--- src/rtl/dmem_pkg.sv ---
// Shared types and constants for the data-memory arbiter.
package dmem_pkg;
    localparam int WORD_BYTES = 8;
    localparam int DMEM_WORDS = 128;
    localparam int NUM_PORTS  = 2;

    typedef struct packed {
        logic        write;
        logic [63:0] addr;
        logic [63:0] wdata;
    } dmem_req_t;

    typedef struct packed {
        logic [63:0] rdata;
        logic        fault;
    } dmem_resp_t;

    typedef enum logic {
        PORT_CPU = 1'b0,
        PORT_DBG = 1'b1
    } port_e;
endpackage

--- src/rtl/rr_arbiter2.sv ---
// Two-way round-robin arbiter: on a tie the port not granted most recently wins.
module rr_arbiter2
    import dmem_pkg::*;
(
    input  logic       clk,
    input  logic       rstn,
    input  logic [1:0] req,
    output logic [1:0] grant
);
    port_e last_grant;

    always_comb begin
        grant = 2'b00;
        case (req)
            2'b01:   grant = 2'b01;
            2'b10:   grant = 2'b10;
            2'b11:   grant = (last_grant == PORT_CPU) ? 2'b10 : 2'b01;
            default: grant = 2'b00;
        endcase
    end

    // Resetting to the debug port makes the CPU port win the first tie.
    always_ff @(posedge clk) begin
        if (!rstn)
            last_grant <= PORT_DBG;
        else if (|grant)
            last_grant <= grant[1] ? PORT_DBG : PORT_CPU;
    end
endmodule

--- src/rtl/dmem_arbiter.sv ---
// Shares the single-port data memory between the CPU LSU and the debug loader,
// with alignment/range checks and a one-deep response slot per port.
module dmem_arbiter
    import dmem_pkg::*;
#(
    parameter int WORDS  = DMEM_WORDS,
    parameter int FCNT_W = 16
) (
    input  logic                           clk,
    input  logic                           rstn,
    input  logic [NUM_PORTS-1:0]           req_valid,
    output logic [NUM_PORTS-1:0]           req_ready,
    input  logic [NUM_PORTS-1:0]           req_write,
    input  logic [NUM_PORTS-1:0][63:0]     req_addr,
    input  logic [NUM_PORTS-1:0][63:0]     req_wdata,
    output logic [NUM_PORTS-1:0]           resp_valid,
    input  logic [NUM_PORTS-1:0]           resp_ready,
    output logic [NUM_PORTS-1:0][63:0]     resp_rdata,
    output logic [NUM_PORTS-1:0]           resp_fault,
    output logic [63:0]                    mem_address,
    output logic [63:0]                    mem_write_data,
    output logic                           mem_write_en,
    output logic                           mem_read_en,
    input  logic [63:0]                    mem_read_data,
    output logic [FCNT_W-1:0]              fault_count
);
    localparam logic [63:0] BYTE_RANGE = 64'(WORDS * WORD_BYTES);

    logic [NUM_PORTS-1:0] eligible;
    logic [NUM_PORTS-1:0] grant;
    logic                 any_grant;
    logic                 sel_port;
    logic                 fault;
    dmem_req_t            sel_req;
    dmem_resp_t           cap;

    // A full slot that drains this cycle frees room for a new accept.
    always_comb begin
        eligible = '0;
        for (int p = 0; p < NUM_PORTS; p++)
            eligible[p] = rstn & req_valid[p] & (~resp_valid[p] | resp_ready[p]);
    end

    rr_arbiter2 u_arb (
        .clk   (clk),
        .rstn  (rstn),
        .req   (eligible),
        .grant (grant)
    );

    assign req_ready = grant;
    assign any_grant = |grant;
    assign sel_port  = grant[PORT_DBG];

    always_comb begin
        sel_req.write = req_write[sel_port];
        sel_req.addr  = req_addr[sel_port];
        sel_req.wdata = req_wdata[sel_port];
    end

    assign fault = any_grant &
                   ((sel_req.addr[2:0] != 3'b000) | (sel_req.addr >= BYTE_RANGE));

    always_comb begin
        mem_address    = '0;
        mem_write_data = '0;
        mem_write_en   = 1'b0;
        mem_read_en    = 1'b0;
        if (any_grant && !fault) begin
            mem_address    = sel_req.addr;
            mem_write_data = sel_req.wdata;
            mem_write_en   = sel_req.write;
            mem_read_en    = ~sel_req.write;
        end
    end

    always_comb begin
        cap.fault = fault;
        cap.rdata = (fault || sel_req.write) ? 64'd0 : mem_read_data;
    end

    // Reload takes priority over drain so back-to-back accepts keep the slot full.
    always_ff @(posedge clk) begin
        if (!rstn) begin
            resp_valid <= '0;
            resp_fault <= '0;
            resp_rdata <= '0;
        end else begin
            for (int p = 0; p < NUM_PORTS; p++) begin
                if (grant[p]) begin
                    resp_valid[p] <= 1'b1;
                    resp_fault[p] <= cap.fault;
                    resp_rdata[p] <= cap.rdata;
                end else if (resp_valid[p] && resp_ready[p]) begin
                    resp_valid[p] <= 1'b0;
                    resp_fault[p] <= 1'b0;
                    resp_rdata[p] <= '0;
                end
            end
        end
    end

    always_ff @(posedge clk) begin
        if (!rstn)
            fault_count <= '0;
        else if (fault && (fault_count != {FCNT_W{1'b1}}))
            fault_count <= fault_count + 1'b1;
    end
endmodule

--- config.mk ---
export PLATFORM = sky130hd
export DESIGN_NAME = dmem_arbiter
export DESIGN_NICKNAME = d
export VERILOG_FILES = /design/src/rtl/dmem_pkg.sv /design/src/rtl/rr_arbiter2.sv /design/src/rtl/dmem_arbiter.sv
export SDC_FILE = /design/constraint.sdc
export NUM_CORES = 1
export LEC_CHECK = 0
export ABC_CLOCK_PERIOD_IN_PS = 5450
export CORE_AREA = 3 3 239 241
export DETAILED_ROUTE_END_ITERATION = 10
export DIE_AREA = 0 0 242 244
export SYNTH_ARGS = -nofsm -noshare
export SYNTH_HDL_FRONTEND = slang
export SYNTH_SLANG_ARGS = --single-unit
--- constraint.sdc ---
create_clock -name clk -period 5.45 [get_ports clk]
set_input_delay 1.635 -clock clk [delete_from_list [all_inputs] [get_ports clk]]
set_output_delay 1.635 -clock clk [all_outputs]
set_load 0.01 [all_outputs]
==> results.txt, run 1 <==
The number of nets still failing antenna checks after routing is 0. The number of placement rows came out at 86. The launching element type of the critical path is an input port. The post-synthesis cell count came out at 764.

The checks that failed: setup timing. The maximum buffer depth of the clock tree came out at 2. The quantity of hold-fixing buffers added after cts came out at 0. Routability-driven placement finished with a final weighted congestion of 1.08. The post-detailed-route via-to-cell ratio came out at just over 4.

The areal power density over the cells came out at 186 nW/µm². The final core utilization came out at between 20 and 30%. For this configuration, the core starts out at a cell density of 12.4%. After the flow finishes, the layout carries non-filler instances totaling roughly 2,100.

In this run, flip-flops and latches consume slightly below 40% of the power. Clock-pin slew was measured on the worst setup and hold paths at 0.06 ns. The post-route clock skew came out at approximately 0.022 ns. The sum of negative setup slack is -15.41 ns.

The type of the tightest min-delay check is register to register. The destination of the critical timing path is mem_write_data[2]. The flow ran to the end, but the final reports show violations. The internal power of the cells totals 0.00204 W.

The worst-case setup margin in the final layout is -0.303 ns. The mean routed wirelength per cell is around 21 µm. The number of design rule violations left after detail routing is 0. The full die area came out at 59,000 µm². Global routing consumed, over all layers together, 14.3% of the routing resources.

After the first detailed-routing iteration, the DRC count stood at 438. The data arrival time of the critical path is a little over 4 ns. The worst register-to-register path has a depth of 12.

Entering global routing, the biggest net connects 77 pins. The detailed-route via count came out at 8,730. The number of max-slew violations in the final report is 0. The final total power is 0.00278 W. The residual overflow from global routing came out at 0. For this design the static power due to leakage is 5.52 nW. The count of distinct cell types in the synthesized netlist came out at 40. The main flop type after synthesis is dfxtp_1. The CTS buffer count is 17. The max-cap check violation count is 0.

The startpoint identified for the worst register-to-register timing path is resp_valid[0]. Of the available clock period, the critical path in the final layout requires 106%. The data required time of the worst path is 3.82 ns. The number of iterations in the first detailed-routing pass is 5. The fraction of post-synthesis cell area in the top cell type by area came out at 43.8%. The initial antenna violation count came to 11. The die extent in x came out at 242 µm. During synthesis, Yosys emitted a total of 0 warnings. Setup repair after global routing could not meet its margin everywhere. The number of clock sinks came out at 149. At the pin with the least slew margin, the transition time is between 0.7 and 0.8 ns. Setup violations remaining at the end of the flow were counted as 73. The worst slew slack as a fraction of its limit is 48.1%. Cells with a size suffix above 1 make up 22.3% of the layout.

The root buffer selected by CTS is clkbuf_16. The number of storage elements in the synthesis netlist came out at 149. Counting instances, the worst hold path has a depth of 1. The pre-CTS worst setup slack came out at -1.51 ns. The portion of the post-synthesis area used by sequential elements is 43.8%. The endpoint identified for the worst register-to-register timing path is fault_count[8]. In this run the register-to-register setup slack is between 2 and 3 ns. The fraction of registers with async set or reset after synthesis came out at 0%. The share of total power dissipated in combinational logic is 17.7%.

The synthesized design spends more area on one cell type than any other, namely dfxtp_1. For this design the top-level I/O count stands at just over 600. The maximum clock frequency came out at around 0.17 GHz. The worst-case IR drop observed on VDD is 0.241 mV.

The core area is 55,100 µm². The share of total power dissipated in the clock network is a little over two fifths. The number of buffers inserted by port buffering came out at 550. The total detailed-routing wirelength came out at around 45 mm. The area overhead of the layout relative to synthesis came out at 120%. STA classifies the critical path endpoint as a primary output.

The final layout net count came out at 1,667. The via count of the first global-routing pass came out at 9,010. The worst setup path category is input port to primary output. The switching portion of total power is 26.6%. The count of filler cells inserted in the layout is 5,847.

The final number of hold-violating endpoints is 0. The net switching power is 0.000741 W. The number of flops mapped to enable cells by yosys came out at 0. The maximum fanout count along the critical path is 8. The CTS tree is done. The smallest clock period supported by the final layout is computed as approximately 5.8 ns. The wire-length estimate of the detail-placed layout is about 35 mm. The first-pass GRT wire length is 62.3 mm. By area the synthesized netlist is led by dfxtp_1 (44%), a32o_1 (19%), nand2_1 (8.5%).

The instance count after placement with tap cells included came out at about 2,000. The critical path starts at req_addr[57]. The area of the mapped netlist is 6820 µm². The clock latency at the later pin of the worst-skew pair is between 0.4 and 0.5 ns. The depth of the CTS H-tree came out at 4. The die is ~240 µm tall. A synthesized cell averages 8.92 µm².
[worst min path at each step]
stage                startpoint               end
2_1_floorplan  u_arb.last_grant  u_arb.last_grant
3_3_place_gp     resp_rdata[34]    resp_rdata[34]
3_5_place_dp     resp_rdata[82]    resp_rdata[82]
4_1_cts          resp_rdata[82]    resp_rdata[82]
5_1_grt          resp_rdata[54]    resp_rdata[54]
6_report        resp_rdata[108]   resp_rdata[108]
[per-stage QoR]
| stage | hold WS, ns | instance area, µm² |
|---|---|---|
| finish | 0.465 | 15000 |
| global route | 0.481 | 15000 |
| CTS | 0.468 | 14600 |
| detailed placement | 0.454 | 13400 |
| global placement | 0.446 | 13400 |
| floorplan | 0.455 | 7030 |
[state kept, by name, indices dropped and copies added, names as in the netlist]
signal            flops
resp_rdata          128
resp_fault            2
fault_count          16
u_arb.last_grant      1
resp_valid            2
[power groups by stage]
| stage | clock (W) | combinational (W) | sequential [W] |
|---|---|---|---|
| finish | 0.00119 | 0.000493 | 0.00110 |
| global placement | 0 | 0.000471 | 0.00112 |
| detailed placement | 0 | 0.000469 | 0.00112 |
| CTS | 0.00124 | 0.000487 | 0.00110 |
| global route | 0.00127 | 0.000526 | 0.00110 |
| floorplan | 0 | 0.000149 | 0.00113 |
[timing repair]
item,in CTS,in global routing
resized for setup,510,106
gates cloned,6,0
setup buffers,18,9
pin swaps,32,17
setup endpoints to repair,74,74
[worst max-delay path, cell delays in order]
cell             delay (ns)
clkdlybuf4s50_1        0.43
nor4_2                 0.26
nand4_1                0.13
or4_4                  0.62
mux2i_4                0.21
nand2_4                0.12
buf_12                 0.17
buf_12                 0.15
buf_12                 0.15
a21oi_2                0.10
buf_2                  0.14
[routing by layer]
layer	share of wire [%]	GRT usage [%]	wire length [µm]	up-vias
li1	-	-	-	3944
met1	36	14.8	16100	4281
met2	53	27.3	24200	457
met3	8.7	5.03	3960	44
met4	2.1	3.41	934	4
met5	0.055	0	25	-
[cell families after synthesis]
kind of cell,count (synthesis),synth area share [%]
buf+inv,133,11.4
compound gates,236,27.6
simple gates,239,16.3
mux,5,0.752
flops,149,43.8
fa+ha+maj,1,0.183
other cells,1,0.0550
[synth_stat cells (4+ instances only)]
cell and count:
a32o_1 129, buf_6 6, a21oi_1 84, and3_1 5, o31ai_1 9, or4_1 9
dfxtp_1 149, nor4_1 28, clkbuf_1 53, nand2_1 154, nand4_1 13, mux2i_1 4
nor3_1 5, buf_4 58, inv_1 5, nor2_1 6, buf_2 10, nand3_1 9
[final cells by class]
cell class                      instances  area [µm²]  area share, %
Clock inverter                         12         144          0.961
Sequential cell                       149        2980           19.9
Inverter                                6        25.0          0.167
Multi-Input combinational cell        538        4040           27.0
Tap cell                              748         936           6.25
Antenna cell                            5        12.5         0.0836
Timing Repair Buffer                  626        6380           42.6
Clock buffer                           20         447           2.98
[cell usage in the layout, fill, tap and decap left out, types with 4 or more instances in the layout]
cell             instances
buf_4                   38
nand2_1                153
conb_1                  57
clkinv_4                 4
clkdlybuf4s15_1          9
nor2_1                   5
buf_12                  25
a21oi_4                 39
diode_2                  5
a32o_1                 129
a21oi_1                 15
clkbuf_2                 5
buf_6                   51
inv_1                    5
dlymetal6s2s_1          13
clkbuf_16               17
nand4_1                 13
dlygate4sd2_1           46
nor4_2                  17
nor3_1                   4
a21oi_2                 30
nor4_1                   8
clkdlybuf4s50_1        392
buf_2                   37
or4_1                    8
o31ai_1                  9
dfxtp_1                149
nand3_1                  8
Note: power is estimated with default switching activity, not from simulation.
==> inputs of run 2 (changes only) <==
--- a/config.mk
+++ b/config.mk
@@ -6,9 +6,10 @@
 export NUM_CORES = 1
 export LEC_CHECK = 0
 export ABC_CLOCK_PERIOD_IN_PS = 5450
-export CORE_AREA = 3 3 239 241
+export CORE_AREA = 2 2 238 240
 export DETAILED_ROUTE_END_ITERATION = 10
-export DIE_AREA = 0 0 242 244
+export DIE_AREA = 0 0 240 242
+export REMOVE_ABC_BUFFERS = 1
 export SYNTH_ARGS = -nofsm -noshare
 export SYNTH_HDL_FRONTEND = slang
 export SYNTH_SLANG_ARGS = --single-unit
==> results.txt, run 2 (same netlist as run 1, synthesis figures left out) <==
The run finished, with violations left. The final reports fail on setup timing. The number of flip-flops under the largest register name is about 130. The placed wire-length estimate came out at 31.4 mm.

The die extent in x came out at 240 µm. The starting density of the core is approximately an eighth. The clock transition time at the flip-flop clock pins of the worst setup and hold paths is 0.06 ns.

The number of placement rows is slightly below 90. The leakage dissipation is 5.31 nW. The launching element type of the critical path is an input port.

The largest registers in the layout are resp_rdata x128, fault_count x16. The maximum clock frequency came out at 0.181 GHz. The worst-case setup margin in the final layout is -0.0734 ns. The combinational share of power came out at 16.7%.

The core area came out at 55,700 µm². The initial antenna violation count came out at 10. The via count of the first global-routing pass is 8,520. The floorplan step defined a die boundary enclosing between 50,000 and 60,000 µm².

The count of cells in the finished layout, fillers not included, comes to 2,098. The startpoint identified for the worst hold timing path is resp_rdata[60]. The pin slew with the least headroom to its limit came out at ~0.84 ns.

The pre-CTS worst setup slack is -1.05 ns. Counting tap cells, the placed design contains a total of 2,054 instances. The post-route netlist has 24.1% of its cells at a drive strength greater than 1. STA classifies the critical path endpoint as a primary output. Leaving out fill and tap cells, the most frequent cell in the layout is clkdlybuf4s50_1. Entering global routing, the biggest net connects 82 pins. The part of the power in registers came out at 38.9%.

Hold repair after CTS inserted 0 buffers. For this design the ratio of total power to cell area is just under 200 nW/µm². The number of max-slew violations in the final report is 0.

The internal portion of total power came out at 0.00205 W. The number of iterations in the first detailed-routing pass came out at 4. The worst register-to-register path begins at resp_valid[0]. The first global-routing pass estimated 56.5 mm of wire. The finished cells cover ~14,000 µm². The final number of hold-violating endpoints came to 0. VDD sags by at most ~0.19 mV. The number of ports placed on the die boundary came out at 608. The mean routed wirelength per cell came out at 19.7 µm. The clock period minus worst slack came out at ~5.5 ns. The switching portion of total power came out at 27.6%.

At the worst endpoint, the arrival time is 3.89 ns. The final worst hold slack is 0.464 ns. In this run the worst path has a maximum fanout of 6. The CTS buffer count is 17. The critical path starts at req_addr[17]. The final setup violation count is 15. The clock latency at the later pin of the worst-skew pair is 0.44 ns.

The number of clock sinks came out at about 150. The net switching power is 0.000779 W. The post-detailed-route via-to-cell ratio is roughly 4.1. The detailed-route via count is approximately 8,500. The final layout net count is ~1,700. The residual overflow from global routing is 0.

From synthesis to final layout, the design area changed by 108%. The power share of the clock group is about 44%. The number of buffers inserted by port buffering is 550. The starting DRC count in detailed routing is 433. The vertical die dimension is 242 µm. The area after detailed placement is 13,300 µm². In the layout the commonest cells are clkdlybuf4s50_1 (360), nand2_1 (153), dfxtp_1 (149).

The worst slew slack as a fraction of its limit came out at 44.1%. The data required time of the worst path is 3.82 ns. The root buffer selected by CTS is clkbuf_16. In this run the worst hold path is classified as register to register. The tool flagged a number of max-cap violations equal to 0. The number of design rule violations left after detail routing is 0. Setup repair after global routing could not meet its margin everywhere. The number of nets still failing antenna checks after routing is 0. The maximum buffer depth of the clock tree is 2. The post-route clock skew came out at 0.0114 ns. The worst setup path category is input port to primary output.

The total detailed-routing wirelength is about 41 mm. The depth of the CTS H-tree came out at 4. Of the available clock period, the critical path in the final layout requires 101%.

TritonCTS built the clock tree. The register bank with the most flops is resp_rdata. In the global route stage, overall resource usage came out at between 10% and 20%. Routability-driven placement finished with a final weighted congestion of 0.910.
## run 2: cell types whose count changed in the layout (fill, tap and decap cells not counted), moves of 8 or more
cell / before / now
a21oi_1: 15 / 32
a21oi_2: 30 / 38
a21oi_4: 39 / 14
buf_12: 25 / 11
buf_2: 37 / 85
buf_6: 51 / 24
clkbuf_2: 5 / 20
clkdlybuf4s15_1: 9 / 29
clkdlybuf4s50_1: 392 / 360
dlygate4sd2_1: 46 / 21
dlymetal6s2s_1: 13 / 5
## run 2: critical path, cell delays in order
cell and delay (ns):
buf_6 0.09, nor4_2 0.28, nand4_1 0.19, or4_4 0.62, mux2i_4 0.20, nand2_4 0.16, buf_16 0.20, buf_8 0.14
a21oi_2 0.11, buf_4 0.14, buf_6 0.11
## run 2: what timing repair did
action | CTS | global route
resized for setup | 595 | 92
buffers inserted | 5 | 0
pin swaps | 38 | 27
endpoints found under the setup margin | 74 | 74
gates cloned | 6 | 1
## run 2: worst paths after layout
kind	endpoint	slack (ns)	cells after the start
worst max-delay path	mem_write_data[6]	-0.07	11
worst max register to register	resp_rdata[36]	2.97	9
worst min-delay path	resp_rdata[60]	0.46	1
worst min register to register	resp_rdata[60]	0.46	1
## run 2: cell type report
type | count | area [µm²]
clock inverter | 15 | 205
fill | 6042 | 41500
timing repair buffer | 613 | 5770
multi-input combinational | 538 | 3850
clock buffer | 17 | 425
antenna | 4 | 10.0
sequential | 149 | 2980
tap | 756 | 946
inverter | 6 | 27.5
## run 2: metrics by stage
stage          utilization (%)  total power [W]  TNS [ns]
6_report                  25.5          0.00283    -0.418
5_1_grt                   25.5          0.00294     -5.05
4_1_cts                   25.4          0.00286    -0.458
3_5_place_dp              23.8          0.00159    -65.50
3_3_place_gp              23.8          0.00159    -63.69
2_1_floorplan                -          0.00122   -181.13
## run 2: power by group through the flow
stage | Clock [W] | Sequential (W) | Combinational, W
after global routing | 0.00134 | 0.00110 | 0.000504
final | 0.00126 | 0.00110 | 0.000472
after CTS | 0.00130 | 0.00110 | 0.000466
after detailed placement | 0 | 0.00112 | 0.000464
after global placement | 0 | 0.00112 | 0.000463
after floorplan | 0 | 0.00113 | 0.0000979
## run 2: per-layer routing
layer	track usage [%]	routed length, µm	vias up
met5	0	38	-
met4	4.38	874	6
met3	3.94	3820	46
met2	23.5	21000	420
met1	14.9	15500	4155
li1	-	-	3912
